**src/rtl/cliffwalk_episode_driver_pkg.sv**
```systemverilog
// rtl/cliffwalk_episode_driver_pkg.sv - shared constants and types for the cliffwalk episode driver
// Purpose: CliffWalking grid constants, action codes, FSM state encoding and
//          the 16-bit Fibonacci LFSR step function (taps 16,14,13,11).
// Ports:   none (package).
package cliffwalk_episode_driver_pkg;

  localparam int unsigned GRID_START = 36;
  localparam int unsigned GRID_GOAL  = 47;
  localparam int unsigned GRID_COLS  = 12;
  localparam int unsigned GRID_ROWS  = 4;

  localparam logic [1:0] ACT_UP    = 2'd0;
  localparam logic [1:0] ACT_RIGHT = 2'd1;
  localparam logic [1:0] ACT_DOWN  = 2'd2;
  localparam logic [1:0] ACT_LEFT  = 2'd3;

  typedef enum logic [1:0] {
    ST_IDLE   = 2'd0,
    ST_STEP   = 2'd1,
    ST_REPORT = 2'd2
  } fsm_state_e;

  // Shift left, feedback from taps 16,14,13,11 (bits 15,13,12,10) into bit 0.
  function automatic logic [15:0] lfsr16_next(input logic [15:0] v);
    return {v[14:0], v[15] ^ v[13] ^ v[12] ^ v[10]};
  endfunction

endpackage

```
**src/rtl/cliffwalk_episode_driver_lfsr16.sv**
```systemverilog
// rtl/cliffwalk_episode_driver_lfsr16.sv - 16-bit Fibonacci LFSR action source
// Purpose: pseudo-random action source; seeded only by reset, advances on i_adv.
// Ports:   i_clk, i_rst_n (async active-low), i_adv (advance one step),
//          o_val (current 16-bit register value).
module lfsr16
  import cliffwalk_episode_driver_pkg::*;
#(
  parameter logic [15:0] SEED = 16'hACE1
) (
  input  logic        i_clk,
  input  logic        i_rst_n,
  input  logic        i_adv,
  output logic [15:0] o_val
);

  logic [15:0] lfsr_q;
  logic [15:0] lfsr_d;

  always_comb begin
    lfsr_d = lfsr_q;
    if (i_adv) lfsr_d = lfsr16_next(lfsr_q);
  end

  always_ff @(posedge i_clk or negedge i_rst_n) begin
    if (!i_rst_n) lfsr_q <= SEED;
    else          lfsr_q <= lfsr_d;
  end

  assign o_val = lfsr_q;

endmodule

```
**src/rtl/cliffwalk_episode_driver.sv**
```systemverilog
// rtl/cliffwalk_episode_driver.sv - drives one CliffWalking episode against an external environment
// Purpose: IDLE/STEP/REPORT sequencer. In STEP it presents state and action to
//          the environment, accepts a response whenever i_env_valid is high,
//          counts steps and cliff falls, and ends on goal or on MAX_STEPS.
// Ports:   i_clk/i_rst_n clock and async active-low reset; i_start episode start;
//          i_force_en/i_force_act scripted action override;
//          o_env_ena/o_sta/o_act step request; i_env_obs/i_env_rwd/i_env_done/
//          i_env_valid environment response; o_busy status;
//          o_ep_valid/i_ep_ready/o_ep_steps/o_ep_falls/o_ep_goal episode report.
module cliffwalk_episode_driver
  import cliffwalk_episode_driver_pkg::*;
#(
  parameter int          STA_WL    = 32,
  parameter int          ACT_WL    = 2,
  parameter int          RWD_WL    = 1,
  parameter int          CNT_WL    = 16,
  parameter int          MAX_STEPS = 100,
  parameter logic [15:0] SEED      = 16'hACE1
) (
  input  logic              i_clk,
  input  logic              i_rst_n,
  input  logic              i_start,
  input  logic              i_force_en,
  input  logic [ACT_WL-1:0] i_force_act,
  output logic              o_env_ena,
  output logic [STA_WL-1:0] o_sta,
  output logic [ACT_WL-1:0] o_act,
  input  logic [STA_WL-1:0] i_env_obs,
  input  logic [RWD_WL-1:0] i_env_rwd,
  input  logic              i_env_done,
  input  logic              i_env_valid,
  output logic              o_busy,
  output logic              o_ep_valid,
  input  logic              i_ep_ready,
  output logic [CNT_WL-1:0] o_ep_steps,
  output logic [CNT_WL-1:0] o_ep_falls,
  output logic              o_ep_goal
);

  fsm_state_e state_q, state_d;

  logic [STA_WL-1:0] sta_q, sta_d;
  logic [CNT_WL-1:0] steps_q, steps_d;
  logic [CNT_WL-1:0] falls_q, falls_d;
  logic              goal_q, goal_d;

  logic [15:0]       lfsr_val;
  logic              lfsr_unused;
  logic              step_acc;
  logic              is_fall;
  logic              hit_max;
  logic [CNT_WL-1:0] steps_inc;
  logic [CNT_WL-1:0] falls_inc;

  assign step_acc  = (state_q == ST_STEP) && i_env_valid;
  assign is_fall   = (i_env_rwd == RWD_WL'(1));
  // Counters stick at all-ones instead of wrapping.
  assign steps_inc = (&steps_q) ? steps_q : steps_q + CNT_WL'(1);
  assign falls_inc = (&falls_q) ? falls_q : falls_q + CNT_WL'(1);
  assign hit_max   = (steps_inc >= CNT_WL'(MAX_STEPS));

  lfsr16 #(.SEED(SEED)) u_lfsr (
    .i_clk   (i_clk),
    .i_rst_n (i_rst_n),
    .i_adv   (step_acc),
    .o_val   (lfsr_val)
  );

  assign lfsr_unused = ^lfsr_val[15:ACT_WL];

  // FSM: state register
  always_ff @(posedge i_clk or negedge i_rst_n) begin
    if (!i_rst_n) state_q <= ST_IDLE;
    else          state_q <= state_d;
  end

  // FSM: next state. Goal outranks truncation when both land on one step.
  always_comb begin
    state_d = state_q;
    case (state_q)
      ST_IDLE:   if (i_start) state_d = ST_STEP;
      ST_STEP:   if (step_acc && (i_env_done || hit_max)) state_d = ST_REPORT;
      ST_REPORT: if (i_ep_ready) state_d = ST_IDLE;
      default:   state_d = ST_IDLE;
    endcase
  end

  // FSM: outputs
  always_comb begin
    o_env_ena  = (state_q == ST_STEP);
    o_busy     = (state_q != ST_IDLE);
    o_ep_valid = (state_q == ST_REPORT);
  end

  // Episode datapath: loaded on start, updated only on accepted steps.
  always_comb begin
    sta_d   = sta_q;
    steps_d = steps_q;
    falls_d = falls_q;
    goal_d  = goal_q;
    if ((state_q == ST_IDLE) && i_start) begin
      sta_d   = STA_WL'(GRID_START);
      steps_d = '0;
      falls_d = '0;
      goal_d  = 1'b0;
    end else if (step_acc) begin
      sta_d   = i_env_obs;
      steps_d = steps_inc;
      if (is_fall)    falls_d = falls_inc;
      if (i_env_done) goal_d  = 1'b1;
    end
  end

  always_ff @(posedge i_clk or negedge i_rst_n) begin
    if (!i_rst_n) begin
      sta_q   <= STA_WL'(GRID_START);
      steps_q <= '0;
      falls_q <= '0;
      goal_q  <= 1'b0;
    end else begin
      sta_q   <= sta_d;
      steps_q <= steps_d;
      falls_q <= falls_d;
      goal_q  <= goal_d;
    end
  end

  assign o_sta      = sta_q;
  assign o_act      = i_force_en ? i_force_act : lfsr_val[ACT_WL-1:0];
  assign o_ep_steps = steps_q;
  assign o_ep_falls = falls_q;
  assign o_ep_goal  = goal_q;

endmodule
```
**config.mk**
```make
export PLATFORM = sky130hd
export DESIGN_NAME = cliffwalk_episode_driver
export DESIGN_NICKNAME = d
export VERILOG_FILES = /design/src/rtl/cliffwalk_episode_driver_pkg.sv /design/src/rtl/cliffwalk_episode_driver_lfsr16.sv /design/src/rtl/cliffwalk_episode_driver.sv
export SDC_FILE = /design/constraint.sdc
export NUM_CORES = 1
export LEC_CHECK = 0
export CORE_MARGIN = 2
export CORE_UTILIZATION = 42
export DETAILED_ROUTE_END_ITERATION = 16
export GPL_ROUTABILITY_DRIVEN = 0
export GPL_TIMING_DRIVEN = 0
export MAX_ROUTING_LAYER = met4
export PLACE_DENSITY = 0.69
export SKIP_CTS_REPAIR_TIMING = 1
export SYNTH_ARGS = -nofsm -noshare
export SYNTH_HDL_FRONTEND = slang
export SYNTH_SLANG_ARGS = --single-unit
```
**constraint.sdc**
```tcl
create_clock -name i_clk -period 5.26 [get_ports i_clk]
set_input_delay 1.052 -clock i_clk [delete_from_list [all_inputs] [get_ports i_clk]]
set_output_delay 1.052 -clock i_clk [all_outputs]
set_load 0.02 [all_outputs]
```
==> impl_metrics.toml, run 1 <==
[drt]
ant_nets = 0
wl_per_cell_um = 15.4
drt_iter0_drc = 179
via_per_inst = 5.39
routed_wl_um = 9770
drcViolationCount = 0
drt_first_pass_iters = 4
num_vias = 3413

[clock_tree]
cts_tree = "built"
clock_sinks = 83
clock_latency_ps = 360
clk_pin_slew_ps = 90
htreeDepth = 3
cts_inserted_buffers = 9
clockBufferDepth = 2
cts_root_buf = "clkbuf_8"

[worst_setup_path]
arrival_ps = 2410
cp-end-kind = "output pin"
path_max_fanout = 2
start_kind = "primary input"
cp.required_ps = 4210
worstSetupPathType = "in -> out"

[grt]
grt_pass1_vias = 3313
grt_max_degree = 43
grt_first_pass_wirelength_um = 15800
gr-total-overflow = 0
grt_usage_pct = 20.5
antenna_found_initial = 0

[yosys]
synth_nets = 438
syn-cell-area_um2 = 3870
synth_top_cell_area_share_pct = 47.2
synth.avg_cell_area_um2 = 9.83
syn_inst = 394
yosys_warnings = 0
synthDistinctLibCells = 52
async_flop_share_pct = 100
ys.flop_type = "dfrtp_1"
ys_ff_latch = 83
yosysTopAreaCell = "dfrtp_1"
synth_area_leaders = "dfrtp_1 (47%), nand2_1 (7.1%), dfstp_2 (6.8%), a22o_1 (6.6%), nor2_1 (3.2%)"
ys_seq_area_share_pct = 54.0
synth_edf_count = 0
synthTopCellsByCount = "dfrtp_1 (73), nand2_1 (73), nor2_1 (33)"

[timing]
skew_ps = 12.3
timing.final.crit_period_ps = 3470
rsz0062_at_grt = "no"
worst_pin_slew_ps = 642
setup_viol = 0
period_share_pct = 65.9
setup_tns_ps = 0
fmax_mhz = 289
slew-limit-headroom_pct = 56.7
finalWorstSetupSlack_ps = 1790
slew_viol_final = 0
hold_viol_final = 0

[status]
status = "finished clean"

[final_layout]
fill_cells = 813
drive_gt1_share_pct = 8.62
register_area_um2 = 2090
nNetsFinal = 561
multiInputGateArea_um2 = 1660
syn_to_final_growth_pct = 38.3
diodes = 0

[floorplanning]
core_area_um2 = 9110
io_pins = 112
fp.dieW_um = 100
dieArea_um2 = 10000
rows = 35
initial_core_util_pct = 42.5
die_y_um = 100

[power]
leakage_nw = 2.29
p_per_area_nw_per_um2 = 472
p_clk_share_pct = 20.0
p_seq_share_pct = 39.0
p_sw_share_pct = 36.4
switchingPower_mw = 0.921
intPower_mw = 1.61
irDropWorstVdd_v = 0.000259
combPwrFrac_pct = 41.0

[place]
pre_cts_slack_ps = 1790
dpl.hpwl_um = 7030
io_buffers = 111

[min_path]
hold_class = "reg -> reg"

[job]
cap_violations = 0
==> power groups by stage <==
| stage | registers, mW | clock network [mW] | logic [mW] |
|---|---|---|---|
| floorplan | 1.15 | 0 | 0.395 |
| global placement | 0.993 | 0 | 1.03 |
| detailed placement | 0.990 | 0 | 1.04 |
| CTS | 0.988 | 0.516 | 1.04 |
| global route | 1.01 | 0.542 | 1.12 |
| finish | 0.986 | 0.505 | 1.03 |
==> worst max-delay path, stage by stage <==
cell and delay [ps]:
clkdlybuf4s50_1 490, mux2_2 340, clkdlybuf4s50_1 540
==> state kept, by name, summed over array words and instances, names as in the netlist <==
register and flops:
state_q 2, o_sta 32, o_ep_goal 1, o_ep_falls 16, o_ep_steps 16, u_lfsr.o_val 16
==> cells in the final DEF (no fill, tap or decap), types with 3 or more instances in the layout <==
master	netlist	final
clkdlybuf4s50_1	0	110
nand2_1	73	73
dfrtp_1	73	73
nor2_1	33	33
a22o_1	29	29
nand3_1	21	21
o21ai_0	20	20
clkbuf_1	16	18
a21oi_1	12	12
nand4_1	11	11
xnor2_1	10	10
dfstp_2	10	10
clkbuf_8	0	9
xor2_1	6	6
inv_1	5	5
a31oi_1	5	5
nor3_1	5	5
nor4_1	4	4
buf_2	4	4
and3_1	4	4
and4_1	3	3
nand4b_1	3	3
a311oi_1	3	3
o31ai_1	3	3
==> layer usage <==
metal | GRT usage (%) | part of all wire (%)
met5 | - | 0
met3 | 5.43 | 6.6
met4 | 7.80 | 2.4
met1 | 27.3 | 46
met2 | 30.2 | 45
==> worst paths after layout <==
path / slack (ps) / cells past startpoint / from / endpoint
setup / recovery: 1790 / 3 / i_force_en / o_act[0]
hold / removal: 460 / 2 / u_lfsr.o_val[5] / u_lfsr.o_val[6]
setup reg to reg: 2760 / 7 / o_ep_steps[0] / state_q[1]
hold reg to reg: 460 / 2 / u_lfsr.o_val[5] / u_lfsr.o_val[6]
max in group asynchronous: 3990 / 2 / i_rst_n / o_ep_steps[0]
min in group asynchronous: 670 / 1 / i_rst_n / o_ep_steps[9]
==> cells by family after synthesis <==
group	count (synthesis)	synth area share (%)
AOI/OAI and AO/OA	87	16.1
xor gates and xnor gates	16	3.62
adders and majority gates	2	0.646
buffers and inverters	30	3.30
DFF	83	54.0
muxes	4	1.10
and+or+nand+nor	172	21.3
==> area by class of cell <==
class	count	area share, %
Inverter	5	0.350
Tap cell	111	2.59
Multi-Input combinational cell	281	30.9
Clock buffer	11	2.45
Sequential cell	83	39.0
Clock inverter	5	1.59
Timing Repair Buffer	112	21.1
Buffer	25	2.03
==> per-stage QoR <==
stage               utilization, %  instance area (µm²)  hold slack, ps  std cells  power (mW)
floorplan                        -                 3870             435        394        1.55
global placement              56.2                 5120             445        616        2.02
detailed placement            56.4                 5140             447        617        2.03
CTS                           58.8                 5360             462        633        2.55
global route                  58.8                 5360             480        633        2.67
finish                        58.8                 5360             460        633        2.53
Power figures use the tool's default switching activity.
==> inputs of run 2 (changes only) <==
- PLACE_DENSITY: 0.69 -> 0.72
- clock period: 5.26 -> 2.9 ns (I/O delays scaled with it)
==> run 2 against run 1 <==
Effect of this change: routed wire length is 2.8% higher; worst hold slack got worse by 250 ps; cell count stayed put; non-clock buffer count is the same; utilization did not move; clock power up 81%; global-route usage grew 0.79 points; count of clock-buffer cells in the layout unchanged.
==> impl_metrics.toml, run 2 (synthesized netlist as in run 1, its figures left out) <==
[power]
p_sw_share_pct = 36.5
combPwrFrac_pct = 41.1
p_seq_share_pct = 39.0
irDropWorstVdd_v = 0.000458
switchingPower_mw = 1.68
p_per_area_nw_per_um2 = 857
p_clk_share_pct = 19.9
intPower_mw = 2.91
leakage_nw = 2.29

[floorplanning]
core_area_um2 = 9110
initial_core_util_pct = 42.5
io_pins = 112
rows = 35
die_y_um = 100
fp.dieW_um = 100
dieArea_um2 = 10000

[worst_setup_path]
cp-end-kind = "flip-flop"
worstSetupPathType = "reg -> reg"
arrival_ps = 2810
start_kind = "flip-flop"
path_max_fanout = 7
cp.required_ps = 3150

[timing]
fmax_mhz = 390
skew_ps = 13.9
slew-limit-headroom_pct = 53.8
slew_viol_final = 0
rsz0062_at_grt = "no"
setup_viol = 0
setup_tns_ps = 0
hold_viol_final = 0
period_share_pct = 88.3
worst_pin_slew_ps = 685
timing.final.crit_period_ps = 2560

[final_layout]
drive_gt1_share_pct = 8.62
layout_common_cells = "clkdlybuf4s50_1 (110), nand2_1 (73), dfrtp_1 (73)"
largest_reg_flops = 32
layout_commonest_cell = "clkdlybuf4s50_1"
nNetsFinal = 561
final_cells = 633
syn_to_final_growth_pct = 38.3
diodes = 0
final_util_pct = 58.8

[status]
status = "finished clean"

[grt]
gr-usage-met3_pct = 3.90
gr-total-overflow = 0
grt_max_degree = 43
grt_use_met1_pct = 28.4
busiest_layer = "met2"
grt_first_pass_wirelength_um = 16500
grt_usage_pct = 21.3
use_met2_pct = 33.1
antenna_found_initial = 0
grt_pass1_vias = 3354

[clock_tree]
htreeDepth = 3
clock_latency_ps = 350
clockBufferDepth = 2
cts_inserted_buffers = 9
clk_pin_slew_ps = 90
clock_sinks = 83
cts_tree = "built"
cts_root_buf = "clkbuf_8"

[place]
io_buffers = 111
dpl.hpwl_um = 7210
dp_cells = 617

[drt]
ant_nets = 0
num_vias = 3471
drcViolationCount = 0
drt_first_pass_iters = 4
routed_wl_um = 10000
wl_per_cell_um = 15.9
via_per_inst = 5.48
drt_iter0_drc = 176

[job]
cap_violations = 0

[min_path]
hold_class = "in -> async"
run 2: final cells by class:
class                           instances  area (µm²)
Clock buffer                           11         131
Tap cell                              111         139
Sequential cell                        83        2090
Clock inverter                          5        85.1
Inverter                                5        18.8
Fill cell                             800        3750
Buffer                                 25         109
Multi-Input combinational cell        281        1660
Timing Repair Buffer                  112        1130
run 2: layer usage:
layer | part of all wire (%) | wire, µm
met2 | 47 | 4690
met5 | 0 | 0
met3 | 5.6 | 563
met4 | 1.4 | 137
met1 | 46 | 4660
run 2: power by group through the flow:
stage / Clock (mW) / Combinational (mW) / Sequential [mW]
finish: 0.912 / 1.89 / 1.79
global route: 0.983 / 2.03 / 1.84
CTS: 0.929 / 1.90 / 1.79
detailed placement: 0 / 1.90 / 1.80
global placement: 0 / 1.86 / 1.80
floorplan: 0 / 0.716 / 2.09
run 2: critical path, cell delays in order, from the launching register on:
cell	delay, ps
dfrtp_1	440
ha_1	320
and3_1	270
o211a_1	230
or4_1	440
a32oi_1	350
o2111ai_1	190
a22o_1	230
run 2: final timing paths:
check	from	endpoint	slack [ps]	cells after the start
max	o_ep_steps[0]	state_q[1]	340	7
min	i_rst_n	o_ep_steps[9]	210	1
max reg2reg	o_ep_steps[0]	state_q[1]	340	7
min reg2reg	u_lfsr.o_val[7]	u_lfsr.o_val[7]	470	2
max in group asynchronous	i_rst_n	o_ep_falls[8]	2090	2
min in group i_clk	u_lfsr.o_val[7]	u_lfsr.o_val[7]	470	2
run 2: through the flow:
stage          setup slack (ps)  cell area [µm²]  power [mW]  hold WS [ps]
2_1_floorplan               587             3870        2.80           284
3_5_place_dp               63.3             5140        3.70           447
6_report                    339             5360        4.59           210
3_3_place_gp              -1660             5120        3.66           443
5_1_grt                     270             5360        4.86           241
4_1_cts                     357             5360        4.62           217
==> inputs of run 3 (changes only) <==
- SKIP_CTS_REPAIR_TIMING: 1 -> not set
==> results of run 3 <==
Final layout, timing and power as in run 2 (identical DEF).
